`src/rtl/cpu_bus_decoder_if.sv`:
```
`default_nettype none
// ============================================================================
//  Module   : cpu_bus_decoder_if
//  Purpose  : CPU-side request/acknowledge bus between the CPU and the
//             region decoder. Macro DEC_ERR_CAPTURE_EN adds the fault-capture
//             signals.
//  Revision : 1.0 - initial release
// ============================================================================
interface cpu_bus_decoder_if #(
    parameter int ADDR_W  = 13,
    parameter int NUM_REG = 3
);
    logic                req;
    logic [ADDR_W-1:0]   addr;
    logic [NUM_REG-1:0]  sel;
    logic                ack;
    logic                err;
    logic                busy;
`ifdef DEC_ERR_CAPTURE_EN
    logic                err_clr;
    logic [ADDR_W-1:0]   err_addr;
    logic                err_valid;

    modport master (
        output req, addr, err_clr,
        input  sel, ack, err, busy, err_addr, err_valid
    );
    modport slave (
        input  req, addr, err_clr,
        output sel, ack, err, busy, err_addr, err_valid
    );
`else
    modport master (
        output req, addr,
        input  sel, ack, err, busy
    );
    modport slave (
        input  req, addr,
        output sel, ack, err, busy
    );
`endif
endinterface
`default_nettype wire

```
`src/rtl/cpu_bus_decoder.sv`:
```
`default_nettype none
// ============================================================================
//  Module   : cpu_bus_decoder
//  Purpose  : Registered base/mask address decoder with per-region wait
//             states, ack/err handshake. Macro DEC_ERR_CAPTURE_EN adds
//             first-fault address capture.
//  Revision : 1.0 - initial release
// ============================================================================
module cpu_bus_decoder #(
    parameter int                          ADDR_W   = 13,
    parameter int                          NUM_REG  = 3,
    parameter logic [NUM_REG*ADDR_W-1:0]   REG_BASE = {13'h1800, 13'h1000, 13'h0000},
    parameter logic [NUM_REG*ADDR_W-1:0]   REG_MASK = {13'h1800, 13'h1800, 13'h1000},
    parameter logic [NUM_REG*4-1:0]        REG_WAIT = {4'd0, 4'd1, 4'd1}
) (
    input  wire logic          clk,
    input  wire logic          rst_n,
    cpu_bus_decoder_if.slave   bus
);

    localparam logic [1:0] C_ST_IDLE = 2'd0;
    localparam logic [1:0] C_ST_WAIT = 2'd1;
    localparam logic [1:0] C_ST_ACK  = 2'd2;
    localparam logic [1:0] C_ST_ERR  = 2'd3;

    typedef enum logic [1:0] {
        ST_IDLE = C_ST_IDLE,
        ST_WAIT = C_ST_WAIT,
        ST_ACK  = C_ST_ACK,
        ST_ERR  = C_ST_ERR
    } state_t;

    state_t              r_state;
    state_t              w_state_nxt;
    logic [3:0]          r_cnt;
    logic [3:0]          w_cnt_nxt;
    logic [NUM_REG-1:0]  r_sel;
    logic [NUM_REG-1:0]  w_sel_nxt;
    logic [ADDR_W-1:0]   r_addr;
    logic [ADDR_W-1:0]   w_addr_nxt;

    logic [ADDR_W-1:0]   w_dec_addr;
    logic [NUM_REG-1:0]  w_hit;
    logic [NUM_REG-1:0]  w_onehot;
    logic [3:0]          w_wait;
    logic                w_any_hit;

    // One decoder serves both the live bus address (IDLE) and the latched
    // address (WAIT), so the hit/miss decision in WAIT ignores later addr changes.
    assign w_dec_addr = (r_state == ST_IDLE) ? bus.addr : r_addr;

    for (genvar gi = 0; gi < NUM_REG; gi++) begin : g_hit
        assign w_hit[gi] = ((w_dec_addr & REG_MASK[gi*ADDR_W +: ADDR_W])
                            == REG_BASE[gi*ADDR_W +: ADDR_W]);
    end

    always_comb begin
        w_onehot  = '0;
        w_wait    = 4'd0;
        w_any_hit = 1'b0;
        // Walk from the top down so the lowest matching index is left standing.
        for (int i = NUM_REG - 1; i >= 0; i--) begin
            if (w_hit[i]) begin
                w_onehot    = '0;
                w_onehot[i] = 1'b1;
                w_wait      = REG_WAIT[i*4 +: 4];
                w_any_hit   = 1'b1;
            end
        end
    end

    always_ff @(posedge clk or negedge rst_n) begin
        if (!rst_n) begin
            r_state <= ST_IDLE;
            r_cnt   <= 4'd0;
            r_sel   <= '0;
            r_addr  <= '0;
        end else begin
            r_state <= w_state_nxt;
            r_cnt   <= w_cnt_nxt;
            r_sel   <= w_sel_nxt;
            r_addr  <= w_addr_nxt;
        end
    end

    // WAIT is always entered after a sample; it doubles as the decode cycle,
    // giving W+1 WAIT cycles for a hit and a single one before ERR on a miss.
    always_comb begin
        w_state_nxt = r_state;
        w_cnt_nxt   = r_cnt;
        w_sel_nxt   = r_sel;
        w_addr_nxt  = r_addr;
        case (r_state)
            ST_IDLE: begin
                if (bus.req) begin
                    w_addr_nxt  = bus.addr;
                    w_sel_nxt   = w_onehot;
                    w_cnt_nxt   = w_any_hit ? w_wait : 4'd0;
                    w_state_nxt = ST_WAIT;
                end
            end
            ST_WAIT: begin
                if (r_cnt == 4'd0) begin
                    w_state_nxt = w_any_hit ? ST_ACK : ST_ERR;
                end else begin
                    w_cnt_nxt = r_cnt - 4'd1;
                end
            end
            ST_ACK: begin
                w_sel_nxt   = '0;
                w_state_nxt = ST_IDLE;
            end
            ST_ERR: begin
                w_sel_nxt   = '0;
                w_state_nxt = ST_IDLE;
            end
            default: begin
                w_sel_nxt   = '0;
                w_cnt_nxt   = 4'd0;
                w_state_nxt = ST_IDLE;
            end
        endcase
    end

    assign bus.sel  = r_sel;
    assign bus.ack  = (r_state == ST_ACK);
    assign bus.err  = (r_state == ST_ERR);
    assign bus.busy = (r_state != ST_IDLE);

`ifdef DEC_ERR_CAPTURE_EN
    logic [ADDR_W-1:0] r_err_addr;
    logic              r_err_valid;
    logic              w_err_entry;

    assign w_err_entry = (w_state_nxt == ST_ERR) && (r_state != ST_ERR);

    // A clear on the same edge as a new fault wins; the fault is dropped.
    always_ff @(posedge clk or negedge rst_n) begin
        if (!rst_n) begin
            r_err_addr  <= '0;
            r_err_valid <= 1'b0;
        end else if (bus.err_clr) begin
            r_err_valid <= 1'b0;
        end else if (w_err_entry && !r_err_valid) begin
            r_err_addr  <= r_addr;
            r_err_valid <= 1'b1;
        end
    end

    assign bus.err_addr  = r_err_addr;
    assign bus.err_valid = r_err_valid;
`endif

endmodule
`default_nettype wire
```
`src/flat_wrapper.sv`:
```
// flat-port wrapper written by rule: the top's interface ports become plain ports
module cpu_bus_decoder_flat 
#(
    parameter int                          ADDR_W   = 13,
    parameter int                          NUM_REG  = 3,
    parameter logic [NUM_REG*ADDR_W-1:0]   REG_BASE = {13'h1800, 13'h1000, 13'h0000},
    parameter logic [NUM_REG*ADDR_W-1:0]   REG_MASK = {13'h1800, 13'h1800, 13'h1000},
    parameter logic [NUM_REG*4-1:0]        REG_WAIT = {4'd0, 4'd1, 4'd1}
)
  (clk, rst_n, bus_req, bus_addr, bus_sel, bus_ack, bus_err, bus_busy);
  cpu_bus_decoder_if #(.ADDR_W(ADDR_W), .NUM_REG(NUM_REG)) bus_i ();
  input  wire logic clk;
  input  wire logic rst_n;
  input wire logic [$bits(bus_i.req)-1:0] bus_req;
  input wire logic [$bits(bus_i.addr)-1:0] bus_addr;
  output wire logic [$bits(bus_i.sel)-1:0] bus_sel;
  output wire logic [$bits(bus_i.ack)-1:0] bus_ack;
  output wire logic [$bits(bus_i.err)-1:0] bus_err;
  output wire logic [$bits(bus_i.busy)-1:0] bus_busy;
  assign bus_i.req = bus_req;
  assign bus_i.addr = bus_addr;
  assign bus_sel = bus_i.sel;
  assign bus_ack = bus_i.ack;
  assign bus_err = bus_i.err;
  assign bus_busy = bus_i.busy;
  cpu_bus_decoder #(.ADDR_W(ADDR_W), .NUM_REG(NUM_REG), .REG_BASE(REG_BASE), .REG_MASK(REG_MASK), .REG_WAIT(REG_WAIT)) u_core (.clk(clk), .rst_n(rst_n), .bus(bus_i));
endmodule
```
`config.mk`:
```
export PLATFORM = sky130hd
export DESIGN_NAME = cpu_bus_decoder_flat
export DESIGN_NICKNAME = d
export VERILOG_FILES = /design/src/rtl/cpu_bus_decoder_if.sv /design/src/rtl/cpu_bus_decoder.sv /design/src/flat_wrapper.sv
export SDC_FILE = /design/constraint.sdc
export NUM_CORES = 1
export LEC_CHECK = 0
export ABC_AREA = 1
export CORE_MARGIN = 2
export CORE_UTILIZATION = 36
export DETAILED_ROUTE_END_ITERATION = 12
export GPL_TIMING_DRIVEN = 1
export PLACE_DENSITY = 0.82
export SLEW_MARGIN = 20
export SYNTH_ARGS = -nofsm -noshare
export SYNTH_HDL_FRONTEND = slang
export SYNTH_SLANG_ARGS = --single-unit
```
`constraint.sdc`:
```
create_clock -name clk -period 1.2 [get_ports clk]
set_clock_uncertainty 0.15 [all_clocks]
set_input_delay 0.12 -clock clk [delete_from_list [all_inputs] [get_ports clk]]
set_output_delay 0.12 -clock clk [all_outputs]
set_load 0.05 [all_outputs]
```
==> summary by stage <==
Outcome
The flow ran to the end, but the final reports show violations. The final reports fail on setup timing.

Cells and area
Excluding fillers, the count of instances in the completed layout stands at ~110. The area growth from synthesis to layout is 89.0%. The final layout contains 114 nets. The top cell types in the final layout, fill and taps aside, are sky130_fd_sc_hd__buf_4, sky130_fd_sc_hd__dfrtp_1, sky130_fd_sc_hd__nand2_1. The library cell used most frequently in the layout, excluding fill and tap cells, is sky130_fd_sc_hd__buf_4. The total inserted antenna cells is 0. Of the cells placed in the final design, the portion with a size suffix greater than 1 is 60.4%.

Die
In this run the standard cell core region covers between 1000 and 1500 sq um. Measured along the x axis, the die boundary spans 43.0 microns. The number of top-level pins is 22. The floorplan step defined a die boundary enclosing 1850 sq um. The placement row count is 14. Once the floorplan was initialized, standard cells occupied 37.2% of the core. The vertical die dimension is between 40 and 50 microns.

Synthesis
The synthesized cell area is 547 sq um. The number of different library cells in the post-synthesis netlist is 16. For this run, the number of Yosys warnings is 0. The post-synthesis average cell area is 8.28 sq um. Synthesis handed over a netlist of 66 instances.

The total of flip-flops plus latches after synthesis is 11. The number of nets handed over by synthesis was 83. The sequential share of the synthesized area is 50.3%.

Power and ir drop
The standby leakage power is 0.477 nW. The total power density per cell area is 3120 nW/um^2. The largest voltage drop on the vdd net is between 1.5 and 2 mV.

Place
At the end of routability-driven placement, the weighted congestion stood at 0.807. In this run, placement finished with an instance count of approximately 100. The post-DP HPWL is just under 1000 microns. The number of buffers inserted by port buffering is 10.

Prior to clock tree synthesis, the placed netlist has a worst setup slack of -0.140 ns.

Route
Dividing the detail-routed wire length by the instance count gives 13.7 microns. Once detail routing completed, the nets flagged for antenna violations numbered 0. For this block, the initial DRC count from the detailed router was 20. The detailed router placed between 500 and 600 vias in this run. The total wirelength of the detailed-routed design is ~1500 microns. In the routed design, unresolved DRC markers number 0.

After detailed routing, the number of vias per cell comes to about 5.2. The iteration count of the initial detailed-routing pass is 4.

Worst setup path
The worst setup path is launched from a flip-flop. The signal on the critical path passes through inv_4 > nand2_8 > buf_6 > buf_12. Data on the critical path arrives at its endpoint at 1.15 ns. The cell depth of the worst flop-to-flop path is 7.

STA classifies the critical path endpoint as an output port. The critical-path maximum fanout is 4. On the worst path, the slowest cell contributes a delay of between 0.4 and 0.5 ns.

STA puts the critical path data required time at 0.93 ns. The cell with the biggest individual delay on the critical path is sky130_fd_sc_hd__dfrtp_2. The category of the most critical setup path is reg -> out.

GRT
The via count of the first global-routing pass is 619. The maximum number of pins on one net before global-route repair is 12. The number of antenna violations at the first check in global routing was 0.

The sum of overflow across all layers after global routing is 0. The global-route wire length before repair is 2760 microns. The global-route usage over all layers is between 20% and 30%.

Clock tree
The H-tree depth reported by CTS is 1. For this design, the sink count on the clock tree is 11. In this run, CTS created clock tree buffers numbering 3. TritonCTS built the clock tree. For the worst-skew pair, the clock arrives at the later sink with an insertion delay of 0.27 ns. The buffer depth of the longest clock path is 2. The clock edge transition at the registers on the reported setup and hold paths is 0.07 ns. The master cell of the clock root buffer is sky130_fd_sc_hd__clkbuf_4.

Timing
On the final layout, the worst hold slack is 0.334 ns. Headroom to the max-slew limit came out at 81.6%. The max-slew violation count is 0. The actual slew at the worst max-slew pin is 0.275 ns.

Setup repair after global routing could not meet its margin everywhere. The number of hold-slack violations in the final timing report is 0. In the finished design, the share of the clock period the worst path needs comes to 118%. The final setup violation count is 11. The final critical path time including I/O delays and setup is 1.42 ns. Static timing analysis puts the maximum clock frequency at 0.705 GHz. Across all setup checks in the final design, the least slack found is -0.219 ns.

Min path
The kind of path behind the tightest hold check is in -> reg. The worst hold path was traced through 3 stages.

Run
The reported max-cap violation count is 0.
## through the flow
| step | TNS, ns | area, sq um | power (mW) | util, % |
|---|---|---|---|---|
| after floorplan | -0.102 | 588 | 1.68 | - |
| after global placement | -0.329 | 836 | 2.31 | 56.8 |
| after detailed placement | -0.694 | 836 | 2.38 | 56.8 |
| after CTS | -1.14 | 1010 | 3.09 | 68.5 |
| after global routing | -2.10 | 1030 | 3.42 | 70.2 |
| final | -1.53 | 1030 | 3.22 | 70.2 |
## critical path: cells and delay by family, from the launching register on
family                 cells  cell delay [ns]
buffers and inverters      3             0.35
flip-flops                 1             0.46
AND/OR/NAND/NOR            1             0.05
## timing repair
action / in CTS / in global routing
pin swaps: 12 / 5
resized for setup: 28 / 7
setup endpoints to repair: 10 / 13
hold buffers: 1 / 0
buffers inserted: 5 / 0
cloned: 1 / 0
endpoints found under the hold margin: 11 / 0
## registers in the layout, summed over array words and instances (netlist names)
| name | count |
|---|---|
| u_core.r_cnt | 4 |
| u_core.r_state | 2 |
| u_core.r_addr | 2 |
| u_core.bus.sel | 3 |
## cell type report
| cell class | count | area [sq um] |
|---|---|---|
| fillers | 95 | 438 |
| multi-input cells | 48 | 384 |
| repair buffers | 25 | 290 |
| flip-flops and latches | 11 | 278 |
| inverters | 8 | 35.0 |
| clock buffers | 4 | 26.3 |
| well taps | 16 | 20.0 |
## routing by layer
metal  part of all wire (%)  vias up  global-route usage (%)
met5                      0        -                       0
met1                     39      286                    25.3
met3                    3.1        3                    1.70
li1                       -      278                       -
met4                    1.6        0                    10.9
met2                     56       17                    33.9
## cell usage after synthesis
cell / n / share of area [%]
sky130_fd_sc_hd__o21ai_1: 1 / 0.91
sky130_fd_sc_hd__dfrtp_1: 11 / 50
sky130_fd_sc_hd__a31o_2: 1 / 1.6
sky130_fd_sc_hd__nand2_4: 2 / 4.1
sky130_fd_sc_hd__nor2_2: 3 / 3.4
sky130_fd_sc_hd__inv_1: 8 / 5.5
sky130_fd_sc_hd__nand4_1: 1 / 1.1
sky130_fd_sc_hd__nor2_1: 10 / 6.9
sky130_fd_sc_hd__nand2_2: 1 / 1.1
sky130_fd_sc_hd__ha_1: 1 / 2.3
sky130_fd_sc_hd__a21oi_2: 1 / 1.6
sky130_fd_sc_hd__nand2_1: 15 / 10
sky130_fd_sc_hd__a21oi_1: 2 / 1.8
sky130_fd_sc_hd__o21ai_0: 4 / 3.7
sky130_fd_sc_hd__nand3_1: 4 / 3.7
sky130_fd_sc_hd__xor2_1: 1 / 1.6
## power breakdown
group	switching (mW)	total (mW)	internal, mW
clock network	0.126	0.255	0.129
registers	0.181	0.712	0.531
logic	1.22	2.26	1.04
total	1.52	3.22	1.70
## kinds of logic (layout without fill, tap and decap cells)
group | Yosys count | in the layout | share of synthesized area (%)
buffers and inverters | 8 | 37 | 5.49
and+or+nand+nor | 36 | 37 | 30.7
xor gates and xnor gates | 1 | 1 | 1.60
adders and majority gates | 1 | 1 | 2.29
DFF | 11 | 11 | 50.3
AOI/OAI and AO/OA | 9 | 9 | 9.61
## worst paths after layout
check | slack, ns | to | start
max in group asynchronous | 0.21 | u_core.r_state[0]$_DFFE_PN0P_ | rst_n
min | 0.33 | u_core.r_addr[11]$_DFFE_PN0P_ | bus_addr[11]
min in group asynchronous | 0.53 | u_core.r_cnt[1]$_DFFE_PN0P_ | rst_n
min reg2reg | 0.36 | u_core.r_addr[11]$_DFFE_PN0P_ | u_core.r_addr[11]$_DFFE_PN0P_
max reg2reg | -0.18 | u_core.r_cnt[3]$_DFFE_PN0P_ | u_core.r_state[1]$_DFFE_PN0P_
max | -0.22 | bus_busy | u_core.r_state[0]$_DFFE_PN0P_
(Power assumes the default switching activity.)
